==> src/rtl/uart_param_tx.sv <==
// Runtime-configurable UART transmitter: start, 5..MAX_DATA_WIDTH data bits (LSB first),
// optional parity, 1/2 stop bits, 16x/13x oversampling. Optional UART_TX_PARITY_ERR_INJ_EN adds cfg_parity_inj.
module uart_param_tx #(
  parameter int MAX_DATA_WIDTH = 8,
  parameter int DIV_WIDTH      = 16
) (
  input  logic                      clk,
  input  logic                      rst_n,
  input  logic [3:0]                cfg_data_bits,
  input  logic                      cfg_parity_en,
  input  logic                      cfg_parity_odd,
  input  logic                      cfg_two_stop,
  input  logic                      cfg_os13,
  input  logic [DIV_WIDTH-1:0]      cfg_baud_div,
`ifdef UART_TX_PARITY_ERR_INJ_EN
  input  logic                      cfg_parity_inj,
`endif
  input  logic                      tx_valid,
  input  logic [MAX_DATA_WIDTH-1:0] tx_data,
  output logic                      tx_ready,
  output logic                      tx_out,
  output logic                      tx_busy,
  output logic                      frame_done
);

  typedef enum logic [2:0] {
    IDLE   = 3'd0,
    START  = 3'd1,
    DATA   = 3'd2,
    PARITY = 3'd3,
    STOP   = 3'd4
  } state_e;

  localparam logic [3:0] OS16_LAST = 4'd15;
  localparam logic [3:0] OS13_LAST = 4'd12;

  state_e                    state_q, state_d;
  logic [DIV_WIDTH-1:0]      tick_q, tick_d;
  logic [3:0]                os_q, os_d;
  logic [3:0]                bits_left_q, bits_left_d;
  logic                      stop_left_q, stop_left_d;
  logic [MAX_DATA_WIDTH-1:0] shift_q, shift_d;
  logic                      parity_q, parity_d;
  logic                      par_en_q, par_en_d;
  logic                      os13_q, os13_d;
  logic [DIV_WIDTH-1:0]      div_m1_q, div_m1_d;

  logic                      inj;
  logic                      accept;
  logic                      tick_wrap;
  logic                      os_wrap;
  logic                      bit_end;
  logic [3:0]                nbits;
  logic [MAX_DATA_WIDTH-1:0] used_data;

`ifdef UART_TX_PARITY_ERR_INJ_EN
  assign inj = cfg_parity_inj;
`else
  assign inj = 1'b0;
`endif

  function automatic logic [3:0] clamp_bits(input logic [3:0] b);
    if (b < 4'd5)
      return 4'd5;
    if (int'(b) > MAX_DATA_WIDTH)
      return 4'(MAX_DATA_WIDTH);
    return b;
  endfunction

  assign nbits     = clamp_bits(cfg_data_bits);
  assign tx_ready  = rst_n && (state_q == IDLE);
  assign accept    = tx_valid && tx_ready;
  assign tx_busy   = (state_q != IDLE);
  assign tick_wrap = (tick_q == div_m1_q);
  assign os_wrap   = (os_q == (os13_q ? OS13_LAST : OS16_LAST));
  assign bit_end   = tx_busy && tick_wrap && os_wrap;
  // Reset is gated in so an aborted frame never reports completion.
  assign frame_done = rst_n && (state_q == STOP) && bit_end && !stop_left_q;

  always_comb begin
    used_data = '0;
    for (int i = 0; i < MAX_DATA_WIDTH; i++)
      used_data[i] = tx_data[i] && (i < int'(nbits));
  end

  always_comb begin
    tx_out = 1'b1;
    case (state_q)
      START:   tx_out = 1'b0;
      DATA:    tx_out = shift_q[0];
      PARITY:  tx_out = parity_q;
      default: tx_out = 1'b1;
    endcase
  end

  // NOTE: every _d gets its _q value first so no path through this block can infer a latch.
  always_comb begin
    state_d     = state_q;
    tick_d      = tick_q;
    os_d        = os_q;
    bits_left_d = bits_left_q;
    stop_left_d = stop_left_q;
    shift_d     = shift_q;
    parity_d    = parity_q;
    par_en_d    = par_en_q;
    os13_d      = os13_q;
    div_m1_d    = div_m1_q;

    if (tx_busy) begin
      if (tick_wrap) begin
        tick_d = '0;
        os_d   = os_wrap ? 4'd0 : os_q + 4'd1;
      end else begin
        tick_d = tick_q + DIV_WIDTH'(1);
      end
    end

    case (state_q)
      IDLE: begin
        if (accept) begin
          state_d     = START;
          tick_d      = '0;
          os_d        = '0;
          bits_left_d = nbits - 4'd1;
          stop_left_d = cfg_two_stop;
          shift_d     = used_data;
          parity_d    = (^used_data) ^ cfg_parity_odd ^ inj;
          par_en_d    = cfg_parity_en;
          os13_d      = cfg_os13;
          // A divisor of zero behaves as one clk per oversample tick.
          div_m1_d    = (cfg_baud_div == '0) ? '0 : cfg_baud_div - DIV_WIDTH'(1);
        end
      end
      START: begin
        if (bit_end)
          state_d = DATA;
      end
      DATA: begin
        if (bit_end) begin
          if (bits_left_q == 4'd0) begin
            state_d = par_en_q ? PARITY : STOP;
          end else begin
            bits_left_d = bits_left_q - 4'd1;
            shift_d     = shift_q >> 1;
          end
        end
      end
      PARITY: begin
        if (bit_end)
          state_d = STOP;
      end
      STOP: begin
        if (bit_end) begin
          if (stop_left_q)
            stop_left_d = 1'b0;
          else
            state_d = IDLE;
        end
      end
      default: state_d = IDLE;
    endcase
  end

  // NOTE: the datapath registers are reset along with the control state so the
  // block is fully deterministic out of reset; they are few and cheap to clear.
  always_ff @(posedge clk) begin
    if (!rst_n) begin
      state_q     <= IDLE;
      tick_q      <= '0;
      os_q        <= '0;
      bits_left_q <= '0;
      stop_left_q <= 1'b0;
      shift_q     <= '0;
      parity_q    <= 1'b0;
      par_en_q    <= 1'b0;
      os13_q      <= 1'b0;
      div_m1_q    <= '0;
    end else begin
      // NOTE: non-blocking assignments keep every register update parallel at the edge.
      state_q     <= state_d;
      tick_q      <= tick_d;
      os_q        <= os_d;
      bits_left_q <= bits_left_d;
      stop_left_q <= stop_left_d;
      shift_q     <= shift_d;
      parity_q    <= parity_d;
      par_en_q    <= par_en_d;
      os13_q      <= os13_d;
      div_m1_q    <= div_m1_d;
    end
  end

endmodule

==> config.mk <==
export PLATFORM = sky130hd
export DESIGN_NAME = uart_param_tx
export DESIGN_NICKNAME = d
export VERILOG_FILES = /design/src/rtl/uart_param_tx.sv
export SDC_FILE = /design/constraint.sdc
export NUM_CORES = 1
export LEC_CHECK = 0
export ABC_AREA = 1
export CAP_MARGIN = 20
export CORE_UTILIZATION = 40
export CTS_CLUSTER_DIAMETER = 80
export DETAILED_ROUTE_END_ITERATION = 7
export GPL_TIMING_DRIVEN = 0
export HOLD_SLACK_MARGIN = 0.05
export PLACE_DENSITY = 0.71
export SKIP_CTS_REPAIR_TIMING = 1
export SYNTH_ARGS = -nofsm -noshare
export SYNTH_HDL_FRONTEND = slang
export SYNTH_SLANG_ARGS = --single-unit
==> constraint.sdc <==
create_clock -name clk -period 4.8 [get_ports clk]
set_input_delay 0.48 -clock clk [delete_from_list [all_inputs] [get_ports clk]]
set_output_delay 0.48 -clock clk [all_outputs]
set_load 0.01 [all_outputs]
==> flow_summary.json, run 1 <==
{
  "fill_cells": 817,
  "path_max_fanout": 4,
  "finalSetupViolCount": 0,
  "synth_ff_type": "dfxtp_1",
  "synth_compound_area_frac": 0.133,
  "worstSetupEndpointType": "output port",
  "synth_top_family_by_area": "simple AND/OR/NAND/NOR gates",
  "die_y_um": 93.4,
  "drc_errors": 0,
  "sequential_cell_area_mm2": 0.00110,
  "p_leak_nw": 1.67,
  "antenna_cells": 0,
  "wl_mm": 7.43,
  "yosys_warnings": 0,
  "drt_first_pass_iters": 4,
  "worstPathRequired_ps": 4320,
  "synthMuxAreaShare": 0.00300,
  "yosysMostFrequentCell": "nand2_1",
  "worstReg2RegEnd": "div_m1_q[4]$_SDFFE_PN0P_",
  "ant_nets": 0,
  "start_kind": "flop",
  "worstHoldPathCells": 2,
  "hold_violations": 0,
  "holdCritStartpoint": "shift_q[7]$_SDFFE_PN0P_",
  "synth_seq_area_share": 0.330,
  "antenna_found_initial": 0,
  "synthTopCellsByCount": "nand2_1 (140), nor2_1 (66), inv_1 (63), dfxtp_1 (55), o21ai_0 (26)",
  "peakVddDrop_uv": 197,
  "syn_inst": 499,
  "tns_ps": 0,
  "r2r_start": "state_q[1]$_SDFFE_PN0P_",
  "io-pin-count": 39,
  "fin_crit_sh": 0.584,
  "synthSimpleGateAreaFrac": 0.345,
  "yosysUniqueCellTypes": 41,
  "r2r_slack_ps": 2760,
  "path_class": "reg2out",
  "synth-xor-area-share": 0.0655,
  "worstMarginPinSlew_ps": 475,
  "maxCapViolCount": 0,
  "syn_avg_cell_area_um2": 6.69,
  "hold_class": "reg2reg",
  "start_util": 0.424,
  "yosysTopAreaCell": "dfxtp_1",
  "preCtsSetupSlack_ps": 1960,
  "postSynth.asyncResetShare": 0,
  "cts_num_sinks": 55,
  "fin_skew_ps": 8.99,
  "cts_tree": "yes",
  "cts_made_buffers": 5,
  "die-area_mm2": 0.00872,
  "finalMaxSlewViolations": 0,
  "detailed_place_hpwl_mm": 5.83,
  "grt_pass1_wl_mm": 12.7,
  "worstPathArrival_ps": 2320,
  "netlist_area_mm2": 0.00334,
  "cts_max_level": 2,
  "fmax_mhz": 357,
  "fin_ws_ps": 2000,
  "rows": 32,
  "grt_usage": 0.183,
  "core_region_area_mm2": 0.00789,
  "synth_top_area_share": 0.330,
  "grt_max_degree": 18,
  "clkTransAtPathRegs_ps": 100,
  "hold_end": "shift_q[7]$_SDFFE_PN0P_",
  "portBuffers": 37,
  "reg2reg_depth": 9,
  "clk_path_buf_depth": 2,
  "wl_per_cell_um": 11.5,
  "synth-adder-area-share": 0.0262,
  "synth-seq-cells": 55,
  "slew_headroom": 0.683,
  "finalWeightedCongestion": 0.875,
  "viasPerCell": 4.81,
  "multi_input_comb_area_mm2": 0.00192,
  "die_w_um": 93.4,
  "first_iter_violations": 124,
  "synth_edf_count": 0,
  "synth_area_leaders": "dfxtp_1 (33%), nand2_1 (16%), nor2_1 (7.4%)",
  "status": "finished clean",
  "drive_gt1_frac": 0.0901,
  "vias": 3106,
  "area_growth_pct": 19.0,
  "first_global_vias": 2895,
  "powerDensity_mw_per_mm2": 429,
  "finalNetCount": 585,
  "insertion_delay_ps": 310,
  "period_needed_ps": 2800,
  "rsz0062_at_grt": "false",
  "cts-root-buf": "clkbuf_8",
  "syn_nets": 541,
  "gr-total-overflow": 0
}
==> through the flow <==
step | total power [W] | hold slack (ps) | instance area [µm²] | instances | utilization
after CTS | 0.00171 | 472 | 3980 | 646 | 0.504
after global placement | 0.00133 | 451 | 3840 | 638 | 0.487
final | 0.00171 | 474 | 3980 | 646 | 0.504
after detailed placement | 0.00135 | 456 | 3840 | 638 | 0.487
after global routing | 0.00183 | 498 | 3980 | 646 | 0.504
after floorplan | 0.00114 | 426 | 3340 | 499 | -
==> sequential cells by signal, summed over array words and instances, names as in the netlist <==
| register | cells |
|---|---|
| par_en_q | 1 |
| os_q | 4 |
| state_q | 3 |
| tick_q | 16 |
| shift_q | 8 |
| parity_q | 1 |
| os13_q | 1 |
| div_m1_q | 16 |
| stop_left_q | 1 |
| bits_left_q | 4 |
==> worst max-delay path by stage <==
stage                               startpoint  cells after the start                    end
after floorplan               cfg_data_bits[3]                     12  parity_q$_SDFFE_PN0P_
after global placement                   rst_n                      5             frame_done
after detailed placement                 rst_n                      5             frame_done
after CTS                 tick_q[7]$_SDFF_PN0_                      9             frame_done
after global routing      tick_q[7]$_SDFF_PN0_                      9             frame_done
final                     tick_q[6]$_SDFF_PN0_                      9             frame_done
==> metal layers <==
| layer | GRT usage | wire [µm] | vias up |
|---|---|---|---|
| li1 | - | - | 1659 |
| met1 | 0.226 | 3570 | 1400 |
| met2 | 0.329 | 3580 | 42 |
| met3 | 0.0293 | 194 | 5 |
| met4 | 0.0500 | 86 | 0 |
| met5 | 0 | 0 | - |
==> area by class of cell <==
type	instances	area share
Buffer	9	0.0183
Clock buffer	5	0.0173
Clock inverter	3	0.0170
Inverter	67	0.0633
Multi-Input combinational cell	368	0.482
Sequential cell	55	0.277
Tap cell	102	0.0321
Timing Repair Buffer	37	0.0932
==> where the power goes <==
part	switching, W	internal [W]
Clock	0.000157	0.000208
Combinational	0.000464	0.000286
Sequential	0.0000550	0.000535
==> critical path, stage by stage, from the launching register on <==
cell             delay [ps]
dfxtp_1                 430
inv_2                    90
nand2_1                  60
nand2_1                  50
nor2_1                  130
nand2_1                 110
nor2_4                  160
nand4_1                 150
nor3_1                  240
clkdlybuf4s50_1         590
==> cell usage in the layout, fill, tap and decap left out, drive strengths merged, types with 8 or more instances in the layout <==
cell type and instances:
nand2 147, nor2 75, inv 67, dfxtp 55, clkdlybuf4s50 37, o21ai 28, a21oi 25, nand3 17
xor2 16, o22ai 12, xnor2 9, nor3 8
==> cells by family (layout without fill, tap and decap cells) <==
group                    after synthesis  after routing
AND/OR/NAND/NOR                      263            263
buffers and inverters                 76            121
AO/OA/AOI/OAI                         72             72
flip-flops                            55             55
XOR/XNOR                              25             25
adder cells (fa/ha/maj)                7              7
multiplexers                           1              1
Power figures use the tool's default switching activity.
==> inputs of run 2 (changes only) <==
PLACE_DENSITY = 0.74   (was 0.71)
clock period = 2.41 ns   (was 4.8 ns; I/O delays follow)
==> run 2 against run 1 <==
Clock skew is 2.8 ps lower. Sequential power is 98% higher. Setup slack worse by 1800 ps. Critical path type unchanged.
==> flow_summary.json, run 2 (synthesized netlist as in run 1, its figures left out) <==
{
  "status": "finished clean",
  "grt_usage": 0.178,
  "first_iter_violations": 182,
  "power.total_w": 0.00314,
  "insertion_delay_ps": 300,
  "wl_mm": 7.20,
  "worstPathRequired_ps": 2170,
  "final_cell_mix": "nand2_1 (140), nor2_1 (66), inv_1 (63)",
  "period_needed_ps": 2170,
  "gr-total-overflow": 0,
  "p_leak_nw": 1.66,
  "cpPeakStageDelay_ps": 470,
  "cts_num_sinks": 55,
  "cts_made_buffers": 5,
  "fmax_mhz": 460,
  "powerDensity_mw_per_mm2": 800,
  "fin_crit_sh": 0.902,
  "worstPathArrival_ps": 1930,
  "ant_nets": 0,
  "clk_path_buf_depth": 2,
  "antenna_found_initial": 0,
  "reg_top3": "div_m1_q x16, tick_q x16, shift_q x8",
  "portBuffers": 37,
  "first_global_vias": 2906,
  "io-pin-count": 39,
  "fin_area_mm2": 0.00393,
  "worstMarginPinSlew_ps": 449,
  "detailed_place_hpwl_mm": 5.78,
  "clkTransAtPathRegs_ps": 90,
  "path_class": "reg2out",
  "crit_chain": "inv_1, nor2_1, nand2_1, buf_6, nor2_1, nor2_1, clkdlybuf4s50_1",
  "die_y_um": 93.4,
  "crit_slowest_cell": "clkdlybuf4s50_1",
  "start_util": 0.424,
  "dpl_cell_area_mm2": 0.00384,
  "maxCapViolCount": 0,
  "finalNetCount": 585,
  "die_w_um": 93.4,
  "antenna_cells": 0,
  "core_region_area_mm2": 0.00789,
  "slew_headroom": 0.701,
  "met3_usage": 0.0333,
  "drc_errors": 0,
  "wl_per_cell_um": 11.2,
  "peakVddDrop_uv": 350,
  "finalMaxSlewViolations": 0,
  "grt_max_degree": 16,
  "grt_pass1_wl_mm": 12.5,
  "path_max_fanout": 10,
  "start_kind": "flop",
  "grt_most_used_layer": "met2",
  "grtUsageMet1": 0.223,
  "layout_commonest_cell": "nand2_1",
  "hold_violations": 0,
  "rsz0062_at_grt": "false",
  "drt_first_pass_iters": 4,
  "drive_gt1_frac": 0.0919,
  "fin_skew_ps": 6.23,
  "path_common_cell": "nor2_1",
  "area_growth_pct": 17.6,
  "viasPerCell": 4.79,
  "finalSetupViolCount": 0,
  "cts_max_level": 2,
  "die-area_mm2": 0.00872,
  "met2_usage": 0.313,
  "rows": 32,
  "cts_tree": "yes",
  "finalWeightedCongestion": 0.883,
  "hold_class": "in2reg",
  "fill_cells": 781,
  "cts-root-buf": "clkbuf_8",
  "worstSetupEndpointType": "output port",
  "vias": 3097
}
-- run 2: worst max-delay path: cells and delay by family (launching register included) --
family                 cells  cell delay, ps
DFF                        1             430
buffers and inverters      3             720
and+or+nand+nor            4             480
-- run 2: per-layer routing --
| layer | vias up | share of wire |
|---|---|---|
| li1 | 1668 | - |
| met1 | 1375 | 0.47 |
| met5 | - | 0 |
| met4 | 0 | 0.0058 |
| met2 | 50 | 0.48 |
| met3 | 4 | 0.040 |
-- run 2: final cells by class --
cell class	count	area, µm²	area share
clock inverter	1	5.00	0.00127
clock buffer	7	76.3	0.0194
inverter	67	251	0.0640
buffer	9	72.6	0.0185
timing repair buffer	37	373	0.0949
tap	102	128	0.0325
sequential	55	1100	0.281
multi-input combinational	368	1920	0.489
-- run 2: path summary, 6_finish.rpt --
path                            from                       end  slack [ps]  cells after the start
max          state_q[1]$_SDFFE_PN0P_                    tx_out         240                      7
min                 cfg_data_bits[3]   shift_q[7]$_SDFFE_PN0P_         330                      3
max reg2reg  state_q[1]$_SDFFE_PN0P_  div_m1_q[2]$_SDFFE_PN0P_         390                      9
min reg2reg    parity_q$_SDFFE_PN0P_     parity_q$_SDFFE_PN0P_         460                      2
-- run 2: stage by stage --
step                      hold slack [ps]   util  TNS [ps]  instances  worst slack (ps)
after global placement                441  0.487         0        638              78.6
after CTS                             326  0.497      -145        646              -145
after floorplan                       348      -         0        499               676
after detailed placement              449  0.487         0        638              90.3
after global routing                  353  0.498         0        646              50.6
final                                 334  0.498         0        646               236
-- run 2: where the power goes --
group	leakage, nW	internal (W)	total [W]	switching, W
clock	0.0422	0.000205	0.000487	0.000282
sequential	0.449	0.00107	0.00117	0.000108
combinational	1.17	0.000571	0.00148	0.000911
total	1.66	0.00184	0.00314	0.00130
==> inputs of run 3 (changes only) <==
CORE_MARGIN = 2   (was not set)
SLEW_MARGIN = 20   (was not set)
==> run 3 against run 2 <==
Non-clock buffer count unchanged. Critical path depth stayed put. Clock-buffer cell count is 1 lower. Core utilization decreased by 1.4 points. Via count grew 1.3%. Sequential share of layout area decreased by 0.15 points. Global-route usage decreased by 1.2 points. Combinational power about the same. Die area grew 4.3%. Maximum frequency fell by 1.4%. Final cell count up 0.46%. Clock power is 18% higher.
==> flow_summary.json, run 3 (synthesized netlist as in run 1, its figures left out) <==
{
  "sw_frac_of_total": 0.420,
  "worstPathRequired_ps": 2170,
  "p_sw_w": 0.00137,
  "first_global_vias": 2897,
  "antenna_found_initial": 0,
  "maxCapViolCount": 0,
  "power.total_w": 0.00325,
  "fin_crit_sh": 0.915,
  "whs_ps": 307,
  "portBuffers": 37,
  "ant_nets": 0,
  "rows": 33,
  "path_max_fanout": 10,
  "status": "finished clean",
  "fin_area_mm2": 0.00396,
  "finalWeightedCongestion": 0.900,
  "drc_errors": 0,
  "fin_util": 0.484,
  "viasPerCell": 4.83,
  "vias": 3137,
  "finalMaxSlewViolations": 0,
  "gr-total-overflow": 0,
  "cts_max_level": 2,
  "final_cell_mix": "nand2_1 (139), nor2_1 (66), inv_1 (63)",
  "grt_usage": 0.166,
  "wl_per_cell_um": 11.2,
  "hold_violations": 0,
  "fmax_mhz": 454,
  "worstPathArrival_ps": 1960,
  "cts_made_buffers": 5,
  "slew_headroom": 0.699,
  "pwr-share-seq": 0.363,
  "dpl_cell_area_mm2": 0.00384,
  "drive_gt1_frac": 0.101,
  "grt_pass1_wl_mm": 12.2,
  "insertion_delay_ps": 320,
  "wl_mm": 7.26,
  "first_iter_violations": 127,
  "die_w_um": 95.4,
  "area_growth_pct": 18.5,
  "core_region_area_mm2": 0.00818,
  "fin_skew_ps": 13.6,
  "p_int_w": 0.00188,
  "finalSetupViolCount": 0,
  "cts_num_sinks": 55,
  "drt_first_pass_iters": 4,
  "antenna_cells": 0,
  "start_util": 0.409,
  "detailed_place_hpwl_mm": 5.69,
  "worstSetupEndpointType": "output port",
  "p_leak_nw": 1.68,
  "clockPowerShare": 0.176,
  "io-pin-count": 39,
  "path_class": "reg2out",
  "die_y_um": 95.4,
  "powerDensity_mw_per_mm2": 821,
  "start_kind": "flop",
  "reg_top3": "div_m1_q x16, tick_q x16, shift_q x8",
  "combPwrFrac": 0.461,
  "grt_max_degree": 19,
  "clk_path_buf_depth": 2,
  "rsz0062_at_grt": "false",
  "die-area_mm2": 0.00910,
  "cts-root-buf": "clkbuf_8",
  "peakVddDrop_uv": 336,
  "fill_cells": 848,
  "cts_tree": "yes",
  "finalNetCount": 585,
  "hold_class": "in2reg",
  "layout_commonest_cell": "nand2_1",
  "clkTransAtPathRegs_ps": 100,
  "period_needed_ps": 2200,
  "worstMarginPinSlew_ps": 451
}
## run 3: per-layer routing
| metal | GRT usage | vias up | part of all wire |
|---|---|---|---|
| li1 | - | 1663 | - |
| met1 | 0.190 | 1411 | 0.45 |
| met2 | 0.317 | 55 | 0.50 |
| met3 | 0.0245 | 8 | 0.037 |
| met4 | 0.0500 | 0 | 0.011 |
| met5 | 0 | - | 0 |
## run 3: path summary, 6_finish.rpt
check                                        startpoint                       end  slack, ps  cells past startpoint
worst min register to register  shift_q[7]$_SDFFE_PN0P_   shift_q[7]$_SDFFE_PN0P_        470                      2
worst max register to register  state_q[1]$_SDFFE_PN0P_  div_m1_q[3]$_SDFFE_PN0P_        430                      9
worst min-delay path                   cfg_data_bits[3]   shift_q[7]$_SDFFE_PN0P_        310                      3
worst max-delay path            state_q[1]$_SDFFE_PN0P_                    tx_out        210                      7
## run 3: metrics by stage
step / worst slack (ps) / TNS, ps / instances
2_1_floorplan: 676 / 0 / 499
3_3_place_gp: 104 / 0 / 641
3_5_place_dp: 106 / 0 / 641
4_1_cts: -103 / -103 / 649
5_1_grt: 57.6 / 0 / 649
6_report: 206 / 0 / 649
## run 3: power by group through the flow
stage | sequential, W | clock [W] | combinational, W
2_1_floorplan | 0.00117 | 0 | 0.00109
3_3_place_gp | 0.00119 | 0 | 0.00146
3_5_place_dp | 0.00120 | 0 | 0.00150
4_1_cts | 0.00118 | 0.000577 | 0.00151
5_1_grt | 0.00120 | 0.000614 | 0.00170
6_report | 0.00118 | 0.000573 | 0.00150
## run 3: final cells by class
| cell class | instances | area (µm²) | area share |
|---|---|---|---|
| Clock inverter | 2 | 20.0 | 0.00506 |
| Clock buffer | 6 | 82.6 | 0.0209 |
| Tap cell | 105 | 131 | 0.0332 |
| Timing Repair Buffer | 37 | 373 | 0.0942 |
| Sequential cell | 55 | 1110 | 0.279 |
| Buffer | 9 | 72.6 | 0.0183 |
| Multi-Input combinational cell | 368 | 1920 | 0.486 |
| Inverter | 67 | 251 | 0.0635 |
## run 3: worst max-delay path, stage by stage, from the launching register on
cell and delay, ps:
dfxtp_1 420, inv_1 60, nor2_1 220, nand2_2 160, buf_6 180, nor2_1 80
nor2_1 50, clkdlybuf4s50_1 470
